### src/rtl/machine_csr_unit_if.sv
// machine_csr_unit_if: core-side CSR access, trap control and status bundle for machine_csr_unit.
interface machine_csr_unit_if;
    logic        csr_en_in;
    logic [11:0] csr_addr_in;
    logic [2:0]  funct3_in;
    logic [4:0]  rs1_adder_in;
    logic [31:0] rs1_data_in;
    logic [31:0] pc_in;
    logic [31:0] iadder_in;
    logic        set_epc_in;
    logic        set_cause_in;
    logic        mie_clear_in;
    logic        mie_set_in;
    logic        i_or_e_in;
    logic [3:0]  cause_in;
    logic        misaligned_exception_in;
    logic        instret_inc_in;
    logic        eirq_in;
    logic        tirq_in;
    logic        sirq_in;
    logic [31:0] csr_data_out;
    logic        illegal_csr_out;
    logic        mie_out;
    logic        meie_out;
    logic        mtie_out;
    logic        msie_out;
    logic        meip_out;
    logic        mtip_out;
    logic        msip_out;
    logic [31:0] epc_out;
    logic [31:0] trap_address_out;
    modport master (
        output csr_en_in, csr_addr_in, funct3_in, rs1_adder_in, rs1_data_in, pc_in, iadder_in,
               set_epc_in, set_cause_in, mie_clear_in, mie_set_in, i_or_e_in, cause_in,
               misaligned_exception_in, instret_inc_in, eirq_in, tirq_in, sirq_in,
        input  csr_data_out, illegal_csr_out, mie_out, meie_out, mtie_out, msie_out,
               meip_out, mtip_out, msip_out, epc_out, trap_address_out
    );
    modport slave (
        input  csr_en_in, csr_addr_in, funct3_in, rs1_adder_in, rs1_data_in, pc_in, iadder_in,
               set_epc_in, set_cause_in, mie_clear_in, mie_set_in, i_or_e_in, cause_in,
               misaligned_exception_in, instret_inc_in, eirq_in, tirq_in, sirq_in,
        output csr_data_out, illegal_csr_out, mie_out, meie_out, mtie_out, msie_out,
               meip_out, mtip_out, msip_out, epc_out, trap_address_out
    );
endinterface

### src/rtl/machine_csr_unit.sv
// machine_csr_unit: machine-mode CSR file, trap state, and 64-bit cycle/instret counters.
module machine_csr_unit (
    input logic             clk_in,
    input logic             rst_in,
    machine_csr_unit_if.slave bus
);
    logic        mie_r, mpie, meie, mtie, msie, meip, mtip, msip;
    logic [31:0] mtvec, mscratch, mepc, mtval;
    logic        mcause_irq;
    logic [3:0]  mcause_code;
    logic [63:0] mcycle, minstret;
    logic [31:0] src, rdata, wdata;
    logic [1:0]  op;
    logic        valid, wr_intent, illegal, wr;
    logic        we_mstatus, we_mie, we_mtvec, we_mscratch, we_mepc, we_mcause, we_mtval;
    logic        we_cyc_lo, we_cyc_hi, we_ins_lo, we_ins_hi;
    assign op        = bus.funct3_in[1:0];
    assign src       = bus.funct3_in[2] ? {27'b0, bus.rs1_adder_in} : bus.rs1_data_in;
    assign wr_intent = bus.csr_en_in & ((op == 2'b01) | ((op != 2'b00) & (bus.rs1_adder_in != 5'd0)));
    assign illegal   = bus.csr_en_in & (~valid | ((bus.csr_addr_in[11:10] == 2'b11) & wr_intent));
    assign wr        = wr_intent & ~illegal;
    assign wdata     = op == 2'b01 ? src : op == 2'b10 ? rdata | src : rdata & ~src;
    assign we_mstatus  = wr & (bus.csr_addr_in == 12'h300);
    assign we_mie      = wr & (bus.csr_addr_in == 12'h304);
    assign we_mtvec    = wr & (bus.csr_addr_in == 12'h305);
    assign we_mscratch = wr & (bus.csr_addr_in == 12'h340);
    assign we_mepc     = wr & (bus.csr_addr_in == 12'h341);
    assign we_mcause   = wr & (bus.csr_addr_in == 12'h342);
    assign we_mtval    = wr & (bus.csr_addr_in == 12'h343);
    assign we_cyc_lo   = wr & (bus.csr_addr_in == 12'hB00);
    assign we_cyc_hi   = wr & (bus.csr_addr_in == 12'hB80);
    assign we_ins_lo   = wr & (bus.csr_addr_in == 12'hB02);
    assign we_ins_hi   = wr & (bus.csr_addr_in == 12'hB82);
    always_comb begin
        rdata = 32'd0;
        valid = 1'b1;
        case (bus.csr_addr_in)
            12'h300: rdata = {19'd0, 2'b11, 3'd0, mpie, 3'd0, mie_r, 3'd0};
            12'h301: rdata = 32'h4000_0100;
            12'h304: rdata = {20'd0, meie, 3'd0, mtie, 3'd0, msie, 3'd0};
            12'h305: rdata = mtvec;
            12'h340: rdata = mscratch;
            12'h341: rdata = mepc;
            12'h342: rdata = {mcause_irq, 27'd0, mcause_code};
            12'h343: rdata = mtval;
            12'h344: rdata = {20'd0, meip, 3'd0, mtip, 3'd0, msip, 3'd0};
            12'hB00, 12'hC00: rdata = mcycle[31:0];
            12'hB80, 12'hC80: rdata = mcycle[63:32];
            12'hB02, 12'hC02: rdata = minstret[31:0];
            12'hB82, 12'hC82: rdata = minstret[63:32];
            12'hF11, 12'hF12, 12'hF13, 12'hF14: rdata = 32'd0;
            default: valid = 1'b0;
        endcase
    end
    always_ff @(posedge clk_in) begin
        if (rst_in) begin
            {mie_r, mpie, meie, mtie, msie, meip, mtip, msip} <= 8'd0;
            mtvec       <= 32'd0;
            mscratch    <= 32'd0;
            mepc        <= 32'd0;
            mtval       <= 32'd0;
            mcause_irq  <= 1'b0;
            mcause_code <= 4'd0;
            mcycle      <= 64'd0;
            minstret    <= 64'd0;
        end else begin
            {meip, mtip, msip} <= {bus.eirq_in, bus.tirq_in, bus.sirq_in};
            // trap-driven MIE/MPIE changes take precedence over software writes
            if (bus.mie_clear_in) begin
                mpie  <= mie_r;
                mie_r <= 1'b0;
            end else if (bus.mie_set_in) begin
                mie_r <= mpie;
                mpie  <= 1'b1;
            end else if (we_mstatus) begin
                mie_r <= wdata[3];
                mpie  <= wdata[7];
            end
            if (we_mie) {meie, mtie, msie} <= {wdata[11], wdata[7], wdata[3]};
            if (we_mtvec) mtvec <= wdata & 32'hFFFF_FFFD;
            if (we_mscratch) mscratch <= wdata;
            if (bus.set_epc_in) mepc <= bus.pc_in & 32'hFFFF_FFFC;
            else if (we_mepc) mepc <= wdata & 32'hFFFF_FFFC;
            if (bus.set_cause_in) begin
                mcause_irq  <= bus.i_or_e_in;
                mcause_code <= bus.cause_in;
                mtval       <= bus.misaligned_exception_in ? bus.iadder_in : 32'd0;
            end else begin
                if (we_mcause) {mcause_irq, mcause_code} <= {wdata[31], wdata[3:0]};
                if (we_mtval) mtval <= wdata;
            end
            // a written half is replaced outright; the untouched half neither counts nor carries
            mcycle   <= we_cyc_lo ? {mcycle[63:32], wdata} : we_cyc_hi ? {wdata, mcycle[31:0]} : mcycle + 64'd1;
            minstret <= we_ins_lo ? {minstret[63:32], wdata} : we_ins_hi ? {wdata, minstret[31:0]}
                      : minstret + {63'd0, bus.instret_inc_in};
        end
    end
    assign bus.csr_data_out     = rdata;
    assign bus.illegal_csr_out  = illegal;
    assign bus.mie_out          = mie_r;
    assign bus.meie_out         = meie;
    assign bus.mtie_out         = mtie;
    assign bus.msie_out         = msie;
    assign bus.meip_out         = meip;
    assign bus.mtip_out         = mtip;
    assign bus.msip_out         = msip;
    assign bus.epc_out          = mepc;
    assign bus.trap_address_out = {mtvec[31:2], 2'b00}
                                + ((mtvec[0] & mcause_irq) ? {26'd0, mcause_code, 2'b00} : 32'd0);
endmodule

### src/flat_wrapper.sv
// flat-port wrapper written by rule: the top's interface ports become plain ports
module machine_csr_unit_flat 
  (clk_in, rst_in, bus_csr_en_in, bus_csr_addr_in, bus_funct3_in, bus_rs1_adder_in, bus_rs1_data_in, bus_pc_in, bus_iadder_in, bus_set_epc_in, bus_set_cause_in, bus_mie_clear_in, bus_mie_set_in, bus_i_or_e_in, bus_cause_in, bus_misaligned_exception_in, bus_instret_inc_in, bus_eirq_in, bus_tirq_in, bus_sirq_in, bus_csr_data_out, bus_illegal_csr_out, bus_mie_out, bus_meie_out, bus_mtie_out, bus_msie_out, bus_meip_out, bus_mtip_out, bus_msip_out, bus_epc_out, bus_trap_address_out);
  machine_csr_unit_if bus_i ();
  input logic clk_in;
  input logic rst_in;
  input wire logic [$bits(bus_i.csr_en_in)-1:0] bus_csr_en_in;
  input wire logic [$bits(bus_i.csr_addr_in)-1:0] bus_csr_addr_in;
  input wire logic [$bits(bus_i.funct3_in)-1:0] bus_funct3_in;
  input wire logic [$bits(bus_i.rs1_adder_in)-1:0] bus_rs1_adder_in;
  input wire logic [$bits(bus_i.rs1_data_in)-1:0] bus_rs1_data_in;
  input wire logic [$bits(bus_i.pc_in)-1:0] bus_pc_in;
  input wire logic [$bits(bus_i.iadder_in)-1:0] bus_iadder_in;
  input wire logic [$bits(bus_i.set_epc_in)-1:0] bus_set_epc_in;
  input wire logic [$bits(bus_i.set_cause_in)-1:0] bus_set_cause_in;
  input wire logic [$bits(bus_i.mie_clear_in)-1:0] bus_mie_clear_in;
  input wire logic [$bits(bus_i.mie_set_in)-1:0] bus_mie_set_in;
  input wire logic [$bits(bus_i.i_or_e_in)-1:0] bus_i_or_e_in;
  input wire logic [$bits(bus_i.cause_in)-1:0] bus_cause_in;
  input wire logic [$bits(bus_i.misaligned_exception_in)-1:0] bus_misaligned_exception_in;
  input wire logic [$bits(bus_i.instret_inc_in)-1:0] bus_instret_inc_in;
  input wire logic [$bits(bus_i.eirq_in)-1:0] bus_eirq_in;
  input wire logic [$bits(bus_i.tirq_in)-1:0] bus_tirq_in;
  input wire logic [$bits(bus_i.sirq_in)-1:0] bus_sirq_in;
  output wire logic [$bits(bus_i.csr_data_out)-1:0] bus_csr_data_out;
  output wire logic [$bits(bus_i.illegal_csr_out)-1:0] bus_illegal_csr_out;
  output wire logic [$bits(bus_i.mie_out)-1:0] bus_mie_out;
  output wire logic [$bits(bus_i.meie_out)-1:0] bus_meie_out;
  output wire logic [$bits(bus_i.mtie_out)-1:0] bus_mtie_out;
  output wire logic [$bits(bus_i.msie_out)-1:0] bus_msie_out;
  output wire logic [$bits(bus_i.meip_out)-1:0] bus_meip_out;
  output wire logic [$bits(bus_i.mtip_out)-1:0] bus_mtip_out;
  output wire logic [$bits(bus_i.msip_out)-1:0] bus_msip_out;
  output wire logic [$bits(bus_i.epc_out)-1:0] bus_epc_out;
  output wire logic [$bits(bus_i.trap_address_out)-1:0] bus_trap_address_out;
  assign bus_i.csr_en_in = bus_csr_en_in;
  assign bus_i.csr_addr_in = bus_csr_addr_in;
  assign bus_i.funct3_in = bus_funct3_in;
  assign bus_i.rs1_adder_in = bus_rs1_adder_in;
  assign bus_i.rs1_data_in = bus_rs1_data_in;
  assign bus_i.pc_in = bus_pc_in;
  assign bus_i.iadder_in = bus_iadder_in;
  assign bus_i.set_epc_in = bus_set_epc_in;
  assign bus_i.set_cause_in = bus_set_cause_in;
  assign bus_i.mie_clear_in = bus_mie_clear_in;
  assign bus_i.mie_set_in = bus_mie_set_in;
  assign bus_i.i_or_e_in = bus_i_or_e_in;
  assign bus_i.cause_in = bus_cause_in;
  assign bus_i.misaligned_exception_in = bus_misaligned_exception_in;
  assign bus_i.instret_inc_in = bus_instret_inc_in;
  assign bus_i.eirq_in = bus_eirq_in;
  assign bus_i.tirq_in = bus_tirq_in;
  assign bus_i.sirq_in = bus_sirq_in;
  assign bus_csr_data_out = bus_i.csr_data_out;
  assign bus_illegal_csr_out = bus_i.illegal_csr_out;
  assign bus_mie_out = bus_i.mie_out;
  assign bus_meie_out = bus_i.meie_out;
  assign bus_mtie_out = bus_i.mtie_out;
  assign bus_msie_out = bus_i.msie_out;
  assign bus_meip_out = bus_i.meip_out;
  assign bus_mtip_out = bus_i.mtip_out;
  assign bus_msip_out = bus_i.msip_out;
  assign bus_epc_out = bus_i.epc_out;
  assign bus_trap_address_out = bus_i.trap_address_out;
  machine_csr_unit u_core (.clk_in(clk_in), .rst_in(rst_in), .bus(bus_i));
endmodule
### config.mk
export PLATFORM = sky130hd
export DESIGN_NAME = machine_csr_unit_flat
export DESIGN_NICKNAME = d
export VERILOG_FILES = /design/src/rtl/machine_csr_unit_if.sv /design/src/rtl/machine_csr_unit.sv /design/src/flat_wrapper.sv
export SDC_FILE = /design/constraint.sdc
export NUM_CORES = 1
export LEC_CHECK = 0
export CAP_MARGIN = 10
export CORE_AREA = 3 3 167 234
export CTS_BUF_LIST = sky130_fd_sc_hd__clkbuf_8
export CTS_CLUSTER_SIZE = 16
export DETAILED_ROUTE_END_ITERATION = 6
export DIE_AREA = 0 0 170 237
export HOLD_SLACK_MARGIN = 0.15
export PLACE_DENSITY_LB_ADDON = 0.1
export SLEW_MARGIN = 15
export SYNTH_ARGS = -nofsm -noshare
export SYNTH_HDL_FRONTEND = slang
export SYNTH_SLANG_ARGS = --single-unit
### constraint.sdc
create_clock -name clk_in -period 2.8 [get_ports clk_in]
set_input_delay 0.28 -clock clk_in [delete_from_list [all_inputs] [get_ports clk_in]]
set_output_delay 0.28 -clock clk_in [all_outputs]
set_load 0.005 [all_outputs]
==> flow_summary_export.csv <==
group,metric,value,unit
outcome,outcome,"finished, violations left",
sta,relSlewSlack,0.428,
die,floorplan.initialDensity,0.465,
detailed_routing,wl_met3,12.8,mm
worst_setup_path,crit_arrival,2.94,ns
sta,timing.final.max_slew_violations,0,
cts,cts_buffers,46,
layout,mostFrequentLayoutCells,"buf_4, dfxtp_1, nand2_1, clkdlybuf4s50_1, nor2_1",
die,design.die.area,0.0403,mm²
sta,fin_ws,-0.422,ns
worst_setup_path,critical_path_required,2.52,ns
cts,cts_root_buffer,"clkbuf_8",
power_and_ir_drop,internal_power,6.56,mW
worst_hold_path,hold_path.startpoint,"bus_eirq_in",
sta,worstMarginPinSlew,0.859,ns
sta,max_clock_freq,0.310,GHz
power_and_ir_drop,power,9.33,mW
worst_setup_path,cp_top_family,"buffers and inverters",
worst_setup_path,timing.critical_path.mode_cell,"buf_6",
synthesis,synth_flop_cell,"dfxtp_1",
cts,cts.clk_slew.worst_paths,0.07,ns
layout,flow.area_growth_from_synthesis,50.4,%
die,floorplan.io_pins,237,
synthesis,post_synth.cell_area_avg,7.82,µm²
synthesis,ys_seq_elements,266,
power_and_ir_drop,netSwitchingFraction,0.296,
synthesis,synthDominantCellAreaShare,0.306,
detailed_routing,firstDrtPassIters,7,
synthesis,synth_cells,2226,
power_and_ir_drop,cellLeakagePower,10.2,nW
power_and_ir_drop,clockPowerShare,0.420,
layout,postLayoutCoreUtil,0.699,
worst_setup_path,worstPathBufferInverterCount,4,
placed_design,place_hpwl,83.3,mm
sta,finClkSkew,0.0480,ns
worst_setup_path,critPathLaunchType,"register",
die,die_y,237,µm
worst_setup_path,worstReg2RegEnd,"u_core.mcycle[34]",
detailed_routing,wl_met1,36.0,mm
placed_design,place.gp.congestion,1.20,
detailed_routing,first_iter_violations,3595,
cts,clkSinkCount,266,
cts,worst_case_clock_buffer_depth,3,
synthesis,synth_edf_count,0,
layout,layout_cell_share_with_drive_strength_beyond_1,0.293,
worst_setup_path,crit_path_max_fanout,7,
worst_setup_path,cp_slowest_cell,"dfxtp_4",
global_routing,antenna_found_initial,4,
global_routing,global_route.usage.total,0.516,
global_routing,grt_pass1_wl,154,mm
worst_setup_path,worst_r2r_startpoint,"u_core.mcycle[15]",
synthesis,ys_top_cells_by_area,"dfxtp_1, a211oi_1, nand2_1",
detailed_routing,route.antenna.remaining_nets,0,
worst_setup_path,critical_path.cell_chain,"and3_4, ha_4, a21o_1, a21oi_4, o21bai_1, buf_4, nand4_1, buf_6, buf_6, nor3_4, xor2_1, buf_2",
global_routing,remaining_global_route_overflow,0,
detailed_routing,top_signal_layer_used,"met4",
synthesis,yosysTopAreaCell,"dfxtp_1",
detailed_routing,vias_per_cell,7.13,
global_routing,via_count_of_the_first_global_routing_pass,22854,
synthesis,ys.warnings.count,0,
worst_setup_path,end_kind,"primary output",
power_and_ir_drop,seqPwrFrac,0.420,
sta,min_period,3.22,ns
power_and_ir_drop,pwr-share-comb,0.159,
power_and_ir_drop,power-per-cell-area,357,mW/mm²
worst_setup_path,timing_worst_setup_path_type,"register to primary output",
detailed_routing,wirelength,109,mm
synthesis,synth.distinct_cells,88,
detailed_routing,avgRoutedWirePerCell,32.3,µm
layout,num-nets-final,3013,
sta,timing.final.crit_share,1.15,
detailed_routing,drt_drc_violations_left,2,
cts,cts_tree,"built",
die,fp.dieW,170,µm
worst_setup_path,r2r_setup_slack,0.05,ns
placed_design,dp_slack,-0.987,ns
worst_hold_path,type_of_the_worst_min_delay_path,"input pin to register",
placed_design,io_buffers,230,
die,core_region_area,0.0374,mm²
power_and_ir_drop,p_switching,2.77,mW
power_and_ir_drop,vdd_ir_drop_max,0.000513,V
layout,layout_commonest_cell,"buf_4",
worst_hold_path,min_to,"u_core.bus.meip_out",
sta,final_setup_tns,-6.67,ns
cts,clock_insertion_delay_worst_skew,0.63,ns
worst_setup_path,peak_per_stage_delay_on_the_critical_path,0.36,ns
worst_hold_path,min_path_cells,2,
synthesis,synth_seq_area_share,0.306,
sta,hold_viol_final,0,
global_routing,grt_start_max_net_pins,72,
job,drv_cap,0,
synthesis,share_of_synthesized_registers_carrying_an_async_set_or_reset,0,
die,fp-row-count,84,
sta,rsz_0062_raised_after_global_routing,"true",
worst_setup_path,startpoint,"u_core.mtvec[0]",
worst_setup_path,reg2reg_depth,6,
detailed_routing,wl_met2,47.0,mm
synthesis,synthesis.area,0.0174,mm²
outcome,violations,"DRC, setup timing",
cts,cts_h_tree_depth,2,
sta,report.final.setup_viol,28,
detailed_routing,detailroute.via_count,24142,
## sequential cells by signal, indices dropped and copies added, names as in the netlist, 4 cells and up
register	flops
u_core.mcycle	64
u_core.minstret	64
u_core.mscratch	32
u_core.mtval	32
u_core.mtvec	31
u_core.bus.epc_out	30
u_core.mcause_code	4
## power groups by stage
stage                     Combinational (mW)  Clock [mW]  Sequential (mW)
after global placement                  1.34           0             3.99
final                                   1.49        3.92             3.92
after global routing                    1.50        4.05             3.92
after detailed placement                1.35           0             3.99
after CTS                               1.40        3.89             3.92
after floorplan                        0.473           0             3.97
## logic make-up after synthesis
kind of cell	synth area share
other	0.000215
multiplexers	0.0530
buffers and inverters	0.0490
flip-flops	0.306
AND/OR/NAND/NOR	0.273
XOR/XNOR	0.0383
adder cells (fa/ha/maj)	0.00618
AO/OA/AOI/OAI	0.274
## repair_timing
item,in CTS,in global routing
resized for setup,305,58
setup buffers,37,12
pin swaps,66,37
hold buffers,1,0
setup endpoints to repair,68,46
cloned,1,0
endpoints found under the hold margin,22,0
## routing by layer
metal,track usage,vias to the layer above
met5,0,-
met2,0.800,2101
met3,0.140,688
met4,0.467,0
li1,-,9949
met1,0.571,11404
## how the worst max path moves through the flow
stage,end,depth (start not counted),slack [ns]
detailed placement,bus_csr_data_out[1],6,-0.99
floorplan,u_core.minstret[58],9,0.27
CTS,bus_trap_address_out[26],11,-0.30
global placement,bus_csr_data_out[1],6,-0.96
global route,bus_trap_address_out[23],12,-0.49
finish,bus_trap_address_out[23],12,-0.42
## per-stage QoR
step | cell area [µm²] | hold WS [ns] | std cells
3_3_place_gp | 24000 | 0.454 | 3248
4_1_cts | 25900 | 0.215 | 3369
5_1_grt | 26200 | 0.224 | 3382
2_1_floorplan | 17400 | 0.390 | 2229
6_report | 26200 | 0.215 | 3385
3_5_place_dp | 24000 | 0.463 | 3248
## cell type report
class	count	area, µm²
Clock buffer	59	812
Inverter	25	93.8
Fill cell	3041	11200
Tap cell	473	592
Timing Repair Buffer	784	6910
Antenna cell	4	10.0
Clock inverter	25	173
Sequential cell	266	5340
Multi-Input combinational cell	1749	12200
## cell usage after synthesis (19+ instances only)
cell and number:
a211oi_1 105, a21oi_1 111, a22oi_1 51, a31oi_1 49, and2_1 23, and3_1 55, and4_1 26, buf_2 25
clkbuf_1 145, dfxtp_1 266, inv_1 22, mux2_2 23, mux2i_1 64, nand2_1 203, nand3_1 76, nand4_1 91
nor2_1 150, nor3_1 80, nor4_1 62, o211ai_1 19, o21ai_0 89, o221ai_1 27, o22ai_1 55, o31ai_1 20
xnor2_1 50, xor2_1 26
Note: power is estimated with default switching activity, not from simulation.
